===== src/rtl/serial_to_parallel.sv =====
// LSB-first serial-to-parallel converter with sync-marked word boundaries and a
// one-deep output register. Define S2P_PARITY_EN to append an even-parity bit per word.
module serial_to_parallel #(
   parameter int WIDTH = 8
) (
   input  logic             clk,
   input  logic             rst,
   input  logic             din,
   input  logic             din_valid,
   input  logic             sync,
   output logic [WIDTH-1:0] dout,
   output logic             dout_valid,
   input  logic             dout_ready,
   output logic             overrun,
   output logic             frame_err,
   output logic             parity_err
);

   localparam int CW = $clog2(WIDTH + 1);

   localparam logic [1:0] IDLE   = 2'd0;
   localparam logic [1:0] SHIFT  = 2'd1;
`ifdef S2P_PARITY_EN
   localparam logic [1:0] PARITY = 2'd2;
`endif

   logic [1:0]       state, state_next;
   logic [CW-1:0]    cnt, cnt_next;
   logic [WIDTH-1:0] shreg, shreg_next;
   logic [WIDTH-1:0] word;
   logic             complete;
   logic             restart;
`ifdef S2P_PARITY_EN
   logic             perr_next;
   logic             perr_q;
`endif

   // NOTE: every variable gets a default before the case so no path leaves it unassigned (no latch).
   always_comb begin
      state_next = state;
      cnt_next   = cnt;
      shreg_next = shreg;
      word       = shreg;
      complete   = 1'b0;
      restart    = 1'b0;
`ifdef S2P_PARITY_EN
      perr_next  = 1'b0;
`endif
      if (din_valid) begin
         if (sync) begin
            // A sync always begins a new word; outside IDLE it abandons the partial one.
            restart       = (state != IDLE);
            state_next    = SHIFT;
            cnt_next      = CW'(1);
            shreg_next    = '0;
            shreg_next[0] = din;
         end else begin
            case (state)
               IDLE: ;
               SHIFT: begin
                  for (int i = 0; i < WIDTH; i++) begin
                     if (cnt == CW'(i)) shreg_next[i] = din;
                  end
                  word = shreg_next;
                  if (cnt == CW'(WIDTH - 1)) begin
`ifdef S2P_PARITY_EN
                     state_next = PARITY;
                     cnt_next   = CW'(WIDTH);
`else
                     state_next = IDLE;
                     cnt_next   = '0;
                     complete   = 1'b1;
`endif
                  end else begin
                     cnt_next = cnt + CW'(1);
                  end
               end
`ifdef S2P_PARITY_EN
               PARITY: begin
                  // Even parity: data bits XOR parity bit must be 0.
                  complete   = 1'b1;
                  perr_next  = ^{shreg, din};
                  state_next = IDLE;
                  cnt_next   = '0;
               end
`endif
               default: begin
                  state_next = IDLE;
                  cnt_next   = '0;
               end
            endcase
         end
      end
   end

   // NOTE: sequential state uses non-blocking assignments so every register samples pre-edge values.
   always_ff @(posedge clk) begin
      if (rst) begin
         state      <= IDLE;
         cnt        <= '0;
         shreg      <= '0;
         dout       <= '0;
         dout_valid <= 1'b0;
         overrun    <= 1'b0;
         frame_err  <= 1'b0;
`ifdef S2P_PARITY_EN
         perr_q     <= 1'b0;
`endif
      end else begin
         state     <= state_next;
         cnt       <= cnt_next;
         shreg     <= shreg_next;
         frame_err <= restart;
         overrun   <= 1'b0;
         if (complete) begin
            // A full output register that is not being drained drops the new word.
            if (!dout_valid || dout_ready) begin
               dout       <= word;
               dout_valid <= 1'b1;
`ifdef S2P_PARITY_EN
               perr_q     <= perr_next;
`endif
            end else begin
               overrun <= 1'b1;
            end
         end else if (dout_ready) begin
            dout_valid <= 1'b0;
         end
      end
   end

`ifdef S2P_PARITY_EN
   assign parity_err = perr_q;
`else
   assign parity_err = 1'b0;
`endif

endmodule

===== config.mk =====
export PLATFORM = sky130hd
export DESIGN_NAME = serial_to_parallel
export DESIGN_NICKNAME = d
export VERILOG_FILES = /design/src/rtl/serial_to_parallel.sv
export SDC_FILE = /design/constraint.sdc
export NUM_CORES = 1
export LEC_CHECK = 0
export CAP_MARGIN = 10
export CORE_MARGIN = 5
export CORE_UTILIZATION = 54
export CTS_BUF_LIST = sky130_fd_sc_hd__clkbuf_4
export DETAILED_ROUTE_END_ITERATION = 10
export PLACE_DENSITY = 0.76
export RECOVER_POWER = 25
export SETUP_SLACK_MARGIN = 0.4
export SYNTH_ARGS = -nofsm -noshare
export SYNTH_HDL_FRONTEND = slang
export SYNTH_SLANG_ARGS = --single-unit

===== constraint.sdc =====
create_clock -name clk -period 1.6 [get_ports clk]
set_input_delay 0.4 -clock clk [delete_from_list [all_inputs] [get_ports clk]]
set_output_delay 0.4 -clock clk [all_outputs]
set_load 0.01 [all_outputs]

==> metrics, run 1 <==
Req. time, crit path 1790 ps; maximum level of the CTS H-tree 1; Syn Inst Count ~120; commonest register cell after synthesis dfxtp_1; CTS sink cnt 23; complex-gate fraction of the synthesized area roughly a fifth; CP Capture Type flop; post-synthesis register bit count 23; Die H 55.9 um; drt first pass iters 4; Simple-Gate Fraction of Synth Area 17.6%; Hold Buf Count CTS 0; HP Start shreg[0]; Antenna Nets Post-Route 0; io pins 18; CTS Root Cell clkbuf_4; sequential share of the synthesized area about two fifths; nets@finish roughly 160; unrepaired setup endpoints after global routing yes; synth unique cells 34; period utilisation layout 88.4%; synth-to-layout area growth 37.8%; Fin. Hold Viols 0; CTS tree done; EDFF count, synth 0; max cap viols 0; Critical R2R Launch cnt[0]; CP Data Arrival Time 1600 ps; Synth Area in Adders 4.40%; fin crit period around 1400 ps; Mean Syn Cell Area just over 9 um^2; Final setup violation count 0; outcome finished, final reports clean; mapped cell area 0.00114 mm^2; post-layout util 79.2%; first-pass GRT wire length around 4400 um; via count 1040; Die Wd 55.9 um; Max Clock Freq about 0.71 GHz; DR WL/cell roughly 18 um; worst r2r dst shreg[5]; final instance area around 0.0016 mm^2; total CTS buffers 3; VDD IR max 0.565 mV; layout cells sized above 1 45.8%; Hold WC Path Type reg2reg; global route overflow 0; xor and xnor fraction of the mapped netlist area 0%; WHS Path Cells 2; asr flop ratio synth 0%; vias per inst 6.08; slowest CP cell dfxtp_4; dpl hpwl between 1500 and 2000 um; main combinational cell family by area after synthesis compound AO/OA/AOI/OAI gates; max incr delay on CP 390 ps; vias in the first global route ~950; Port Buffers 16; Tot GR Track Use 17.2%; CP Class reg2reg; Max FO, Critical Path 4; Placed Area 0.00137 mm^2; Die Area 0.00313 mm^2; clk buf depth 2; Yosys warnings 0; initial antenna violation count 0; diodes inserted 0; Skew-Pair Late Insertion Delay roughly 310 ps; Initial DRC Count 32; Clock Skew 8.26 ps; hold endpoint shreg[0]; largest net degree at the start of global routing 14; Core Footprint 0.00198 mm^2; row cnt 16; CP startpoint kind flop; LEAKAGE 0.000541 uW; mux cell area share after synthesis 7.03%; Final Max Tran Viols 0; drt drc 0; power per cell area 622 mW/mm^2; RD Place Congestion 0.777; Starting Density a little under three fifths; syn_nets approximately 130; WL final 3020 um; Clock transition at path regs 130 ps; crit path cell chain buf_4 -> ha_4 -> nand4b_1 -> mux2i_1 -> o32ai_1; R2R depth 5; FF-to-FF setup slack 190 ps
==> layout make-up <==
class,instances,area [um^2]
multi-input combinational,76,721
tap,27,33.8
fill,129,413
clock inverter,1,5.00
timing repair buffer,30,262
clock buffer,3,22.5
inverter,11,46.3
sequential,23,479
==> critical path, delay by kind of cell (launching register included) <==
kind / cells / cell delay [ps]
mux: 1 / 360
flops: 1 / 390
compound gates: 1 / 130
fa+ha+maj: 1 / 150
buf+inv: 1 / 150
simple gates: 1 / 110
==> kinds of logic (layout without fill, tap and decap cells) <==
kind of cell	Yosys count	after routing
AOI/OAI and AO/OA	35	35
adders and majority gates	4	4
buffers and inverters	24	45
DFF	23	23
muxes	8	8
other	1	1
and+or+nand+nor	28	28
==> layout by cell type (no fill, tap or decap), types with 2 or more instances in the layout <==
master,instances
clkbuf_4,3
dfxtp_4,2
a21oi_1,5
clkdlybuf4s50_1,3
mux2i_2,4
inv_1,9
buf_6,10
nand4b_1,4
a21oi_2,2
nand2_1,7
dfxtp_1,12
and4bb_1,3
o21ai_0,3
inv_4,2
clkbuf_1,3
nand4_1,2
o32ai_1,5
ha_4,4
buf_4,12
a211oi_2,6
dfxtp_2,9
mux2i_1,4
dlygate4sd2_1,2
a31oi_1,7
==> sequential cells by signal (all words and copies together), names as in the netlist <==
signal and flops:
dout 8, frame_err 1, overrun 1, state 1, cnt 4, shreg 7, dout_valid 1
==> Yosys cell counts, types with 2 or more instances <==
master	number	area, um^2
a21oi_1	7	35.0
nand4b_1	4	35.0
nand4_1	2	12.5
nand2_1	7	26.3
a31oi_1	8	50.1
dfxtp_1	23	460
and4bb_1	3	37.5
clkbuf_1	6	22.5
a211oi_1	6	45.0
o32ai_1	6	52.6
buf_4	2	15.0
o21ai_0	3	15.0
inv_1	11	41.3
mux2i_1	8	80.1
ha_1	4	50.1
buf_2	5	25.0
==> metal layers <==
metal	track usage [%]	wire, um	vias up	share of wire [%]
met5	0	0	-	0
met4	3.05	10	0	0.33
met3	3.48	166	2	5.5
met2	28.4	1550	31	51
met1	23.3	1300	514	43
li1	-	-	493	-
==> what timing repair did <==
action,4_1_cts,5_1_grt
setup endpoints to repair,33,28
pin swaps,5,9
setup buffers,1,2
resized for setup,65,35
gates cloned,0,1
==> metrics by stage <==
stage	TNS (ps)	hold WS, ps	power, uW	setup slack [ps]	instances
finish	0	484	977	186	171
global route	0	509	1010	112	171
CTS	0	486	954	245	168
detailed placement	-2490	452	692	-173	163
global placement	-1600	445	689	-135	163
floorplan	0	437	656	369	123
==> worst max-delay path by stage <==
stage | start | endpoint | slack [ps] | cells past startpoint
2_1_floorplan | cnt[1] | cnt[3] | 370 | 4
3_3_place_gp | din_valid | cnt[2] | -140 | 4
3_5_place_dp | sync | dout[2] | -170 | 5
4_1_cts | cnt[1] | cnt[3] | 250 | 4
5_1_grt | state[0] | shreg[2] | 110 | 3
6_report | cnt[0] | shreg[5] | 190 | 5
==> report_power, final <==
group          switching (uW)  internal (uW)  total [uW]
Clock                     181           93.2         275
Sequential               11.3            577         588
Combinational            64.1           49.3         113
Total                     257            720         977
No activity file was read; power rests on OpenSTA's default activity.
==> run 2, diff against run 1 <==
CORE_MARGIN = default   (was 5)
SKIP_LAST_GASP = 1   (was default)
==> run 2 against run 1 <==
Effect of this change: utilization grew 1.3 points; routed wire length shrank 4.6%; clock skew grew 1.0 ps; sequential cell count is the same; total power grew 1.2%; via count is the same; combinational power grew 6%; sequential share of layout area shrank 0.50 points; sequential power is essentially flat; hold slack lost 6.5 ps; critical path depth is the same; non-clock buffer count is the same.
==> metrics, run 2 (synthesis results as in run 1) <==
outcome finished, final reports clean; DR WL/cell 16.8 um; slowest CP cell dfxtp_4; Core Footprint 0.00198 mm^2; CP Capture Type flop; WL final 2880 um; VDD IR max 0.597 mV; diodes inserted 0; TNS Setup 0 ps; Port Buffers 16; Tot GR Track Use approximately 25%; nets@finish 155; Starting Density a little under three fifths; LEAKAGE between 0.0005 and 0.0006 uW; CP startpoint kind flop; fin crit period 1360 ps; via count 1040; row cnt 16; Clock Skew 9.30 ps; Critical R2R Launch cnt[0]; Max FO, Critical Path 4; hold_ws 477 ps; Placed Area 0.00138 mm^2; vias per inst 6.08; max cap viols 0; maximum level of the CTS H-tree 1; dpl hpwl between 1500 and 2000 um; Hold WC Path Type reg2reg; most frequent cells in the layout dfxtp_1 (12), buf_4 (12), buf_6 (11); global route overflow 0; CTS Root Cell clkbuf_4; RD Place Congestion 0.794; Fin. Hold Viols 0; drt drc 0; period utilisation layout about 85%; synth-to-layout area growth 40.1%; max incr delay on CP 400 ps; final instance area 0.00160 mm^2; Final setup violation count 0; Clock transition at path regs 140 ps; Req. time, crit path roughly 1800 ps; CTS sink cnt 23; Worst Setup SP cnt[0]; crit path cell chain inv_6 -> ha_4 -> and4bb_1 -> mux2i_2 -> o32ai_2; unrepaired setup endpoints after global routing yes; CP Data Arrival Time 1570 ps; first-pass GRT wire length 3950 um; largest registers dout: 8 flops, shreg: 7 flops, cnt: 4 flops; total CTS buffers 3; vias in the first global route 841; CP Capture Point shreg[2]; Antenna Nets Post-Route 0; drt first pass iters 4; max reg flops 8; Final Max Tran Viols 0; layout cells sized above 1 ~48%; io pins 18; Skew-Pair Late Insertion Delay 320 ps; FF-to-FF setup slack 240 ps; Die Area 0.00230 mm^2; Initial DRC Count 14; clk buf depth 2; Max Clock Freq 0.737 GHz; worst r2r dst shreg[2]; largest net degree at the start of global routing 14; power per cell area 620 mW/mm^2; Die Wd 47.9 um; R2R depth 5; CTS tree done; Die H 47.9 um; initial antenna violation count 0; CP Class reg2reg; Biggest register dout
-- run 2: through the flow --
stage	total power (uW)	instances	setup WS (ps)	util, %
3_5_place_dp	694	164	-111	69.4
6_report	989	171	242	80.5
4_1_cts	967	169	273	73.0
2_1_floorplan	656	123	369	-
3_3_place_gp	691	164	-69.4	69.4
5_1_grt	1020	171	200	80.5
-- run 2: cell type report --
class,count,area (um^2)
flip-flops and latches,23,479
repair buffers,30,269
clock buffers,3,22.5
inverters,11,48.8
fillers,117,387
clock inverters,1,5.00
well taps,27,33.8
multi-input cells,76,737
-- run 2: worst max-delay path, delay by kind of cell, from the launching register on --
family,cells,cell delay [ps]
AO/OA/AOI/OAI,1,110
adder cells (fa/ha/maj),1,130
buffers and inverters,1,80
flip-flops,1,400
multiplexers,1,290
AND/OR/NAND/NOR,1,240
-- run 2: where the power goes --
part	total, uW	internal, uW	leakage [uW]	switching, uW
Clock	281	93.7	0.0000177	188
Combinational	120	52.9	0.000341	66.8
Sequential	588	578	0.000192	10.1
Total	989	724	0.000550	265
-- run 2: metal layers --
| layer | global-route usage [%] | vias up | routed length, um |
|---|---|---|---|
| li1 | - | 500 | - |
| met1 | 35.5 | 512 | 1340 |
| met2 | 37.0 | 22 | 1400 |
| met3 | 4.91 | 6 | 96 |
| met4 | 10.6 | 0 | 48 |
| met5 | 0 | - | 0 |
-- run 2: worst min-delay path by stage --
stage               slack, ps  cells past startpoint        to  startpoint
floorplan                 440                      2  shreg[0]    shreg[0]
global placement          450                      2  shreg[0]    shreg[0]
detailed placement        470                      2  shreg[0]    shreg[0]
CTS                       480                      2  shreg[0]    shreg[0]
global route              500                      2  shreg[0]    shreg[0]
finish                    480                      2  shreg[0]    shreg[0]
-- run 2: timing repair --
action                     CTS  global route
pin swaps                   15             8
hold buffers                 0             0
gates resized for setup     74            31
cloned                       1             0
setup endpoints to repair   30            30
hold endpoints to repair     0             0
buffers inserted             0             2
==> run 3, diff against run 2 <==
CORE_UTILIZATION = 49   (was 54)
PLACE_DENSITY = 0.73   (was 0.76)
clock period = 1.15 ns   (was 1.6 ns; I/O delays follow)
==> run 3 against run 2 <==
Effect of this change: the run now ends with setup timing left; worst setup slack lost 470 ps; highest routed layer unchanged; non-clock buffer count is 12 higher; hold slack got worse by 5.9 ps; utilization decreased by 2.7 points; global-route usage grew 2.3 points; largest power group unchanged; via count increased by 7.0%; clock skew grew 3.5 ps; combinational power is 67% higher.
==> metrics, run 3 (synthesis results as in run 1) <==
Hold WC Path Type reg2reg; Tot GR Track Use approximately 27%; Final setup violation count 20; CTS tree done; unrepaired setup endpoints after global routing yes; Clock Skew around 13 ps; most frequent cells in the layout buf_4 (21), buf_6 (14), dfxtp_1 (12); worst setup margin -226 ps; CP Class reg2reg; final cell count without fillers 184; Filler Cells Inserted ~130; DR WL/cell 17.8 um; period utilisation layout 120%; RD Place Congestion 0.769; total CTS buffers 3; WL final 3280 um; fin crit period 1380 ps; Req. time, crit path 1360 ps; Final Max Tran Viols 0; Starting Density 52.0%; vias per inst 6.05; slowest CP cell dfxtp_4; TNS Setup -3330 ps; Die H 50.2 um; via count 1113; drt first pass iters 4; max cap viols 0; dpl hpwl between 1500 and 2000 um; Biggest register dout; outcome finished with violations; Antenna Nets Post-Route 0; Placed Area 0.00145 mm^2; CTS sink cnt 23; power per cell area 822 mW/mm^2; final instance area 0.00171 mm^2; CP startpoint kind flop; CP Capture Type flop; first-pass GRT wire length 5160 um; VDD IR max 0.719 mV; Die Area around 0.0025 mm^2; placed cells 175; CP Data Arrival Time roughly 1600 ps; layout cells sized above 1 51.9%; Port Buffers 16; row cnt 17; diodes inserted 0; initial antenna violation count 0; vias in the first global route approximately 1100; post-layout util 77.8%; Die Wd ~50 um; Initial DRC Count 28; drt drc 0; failing checks setup timing; largest net degree at the start of global routing 16; clk buf depth 2; maximum level of the CTS H-tree 1; Max Clock Freq 0.727 GHz; io pins 18; max incr delay on CP 400 ps; most common cell after layout, fill and taps aside buf_4; CTS Root Cell clkbuf_4; Fin. Hold Viols 0; synth-to-layout area growth 49.8%; max reg flops 8; Clock transition at path regs 140 ps; global route overflow 0; crit path cell chain inv_4 -> ha_4 -> and4bb_1 -> mux2i_1 -> a211oi_2; Skew-Pair Late Insertion Delay 320 ps; LEAKAGE 0.000617 uW; largest registers dout: 8 flops, shreg: 7 flops, cnt: 4 flops; FF-to-FF setup slack -230 ps; Core Footprint 0.00219 mm^2; nets@finish 167; Max FO, Critical Path 4
[run 3: critical path: cells and delay by family (launching register included)]
kind / cells / cell delay, ps
multiplexers: 1 / 270
AND/OR/NAND/NOR: 1 / 260
adder cells (fa/ha/maj): 1 / 130
buffers and inverters: 1 / 80
flip-flops: 1 / 400
AO/OA/AOI/OAI: 1 / 100
[run 3: what timing repair did]
item	CTS	global route
hold endpoints to repair	0	0
setup endpoints to repair	34	34
resized for setup	86	21
setup buffers	3	1
pin swaps	14	9
hold buffers	0	0
cloned	1	0
[run 3: path summary, 6_finish.rpt]
path	to	cells past startpoint	from
setup / recovery	dout[0]	5	cnt[0]
hold / removal	shreg[0]	2	shreg[0]
setup reg to reg	dout[0]	5	cnt[0]
hold reg to reg	shreg[0]	2	shreg[0]
[run 3: area by class of cell]
cell class / count / area, um^2 / share of cell area (%)
Multi-Input combinational cell: 76 / 729 / 42.8
Sequential cell: 23 / 484 / 28.4
Timing Repair Buffer: 42 / 383 / 22.5
Inverter: 11 / 46.3 / 2.71
Tap cell: 28 / 35.0 / 2.05
Clock buffer: 3 / 22.5 / 1.32
Clock inverter: 1 / 5.00 / 0.293
[run 3: stage by stage]
step                      hold WS, ps  setup WS [ps]  total power (uW)
after floorplan                   391          -81.4               913
after global placement            445           -485               984
after detailed placement          458           -509               989
after CTS                         476           -203              1390
after global routing              492           -273              1450
final                             471           -226              1400
[run 3: power breakdown]
group          switching (uW)  internal [uW]  leakage, uW
Sequential               14.9            800     0.000192
Combinational             102           97.9     0.000407
Clock                     256            130    0.0000177
Total                     373           1030     0.000617
[run 3: per-layer routing]
layer	up-vias	part of all wire, %	track usage [%]
li1	525	-	-
met1	549	44	34.8
met2	31	50	44.2
met3	8	4.5	6.36
met4	0	2.4	11.0
met5	-	0	0
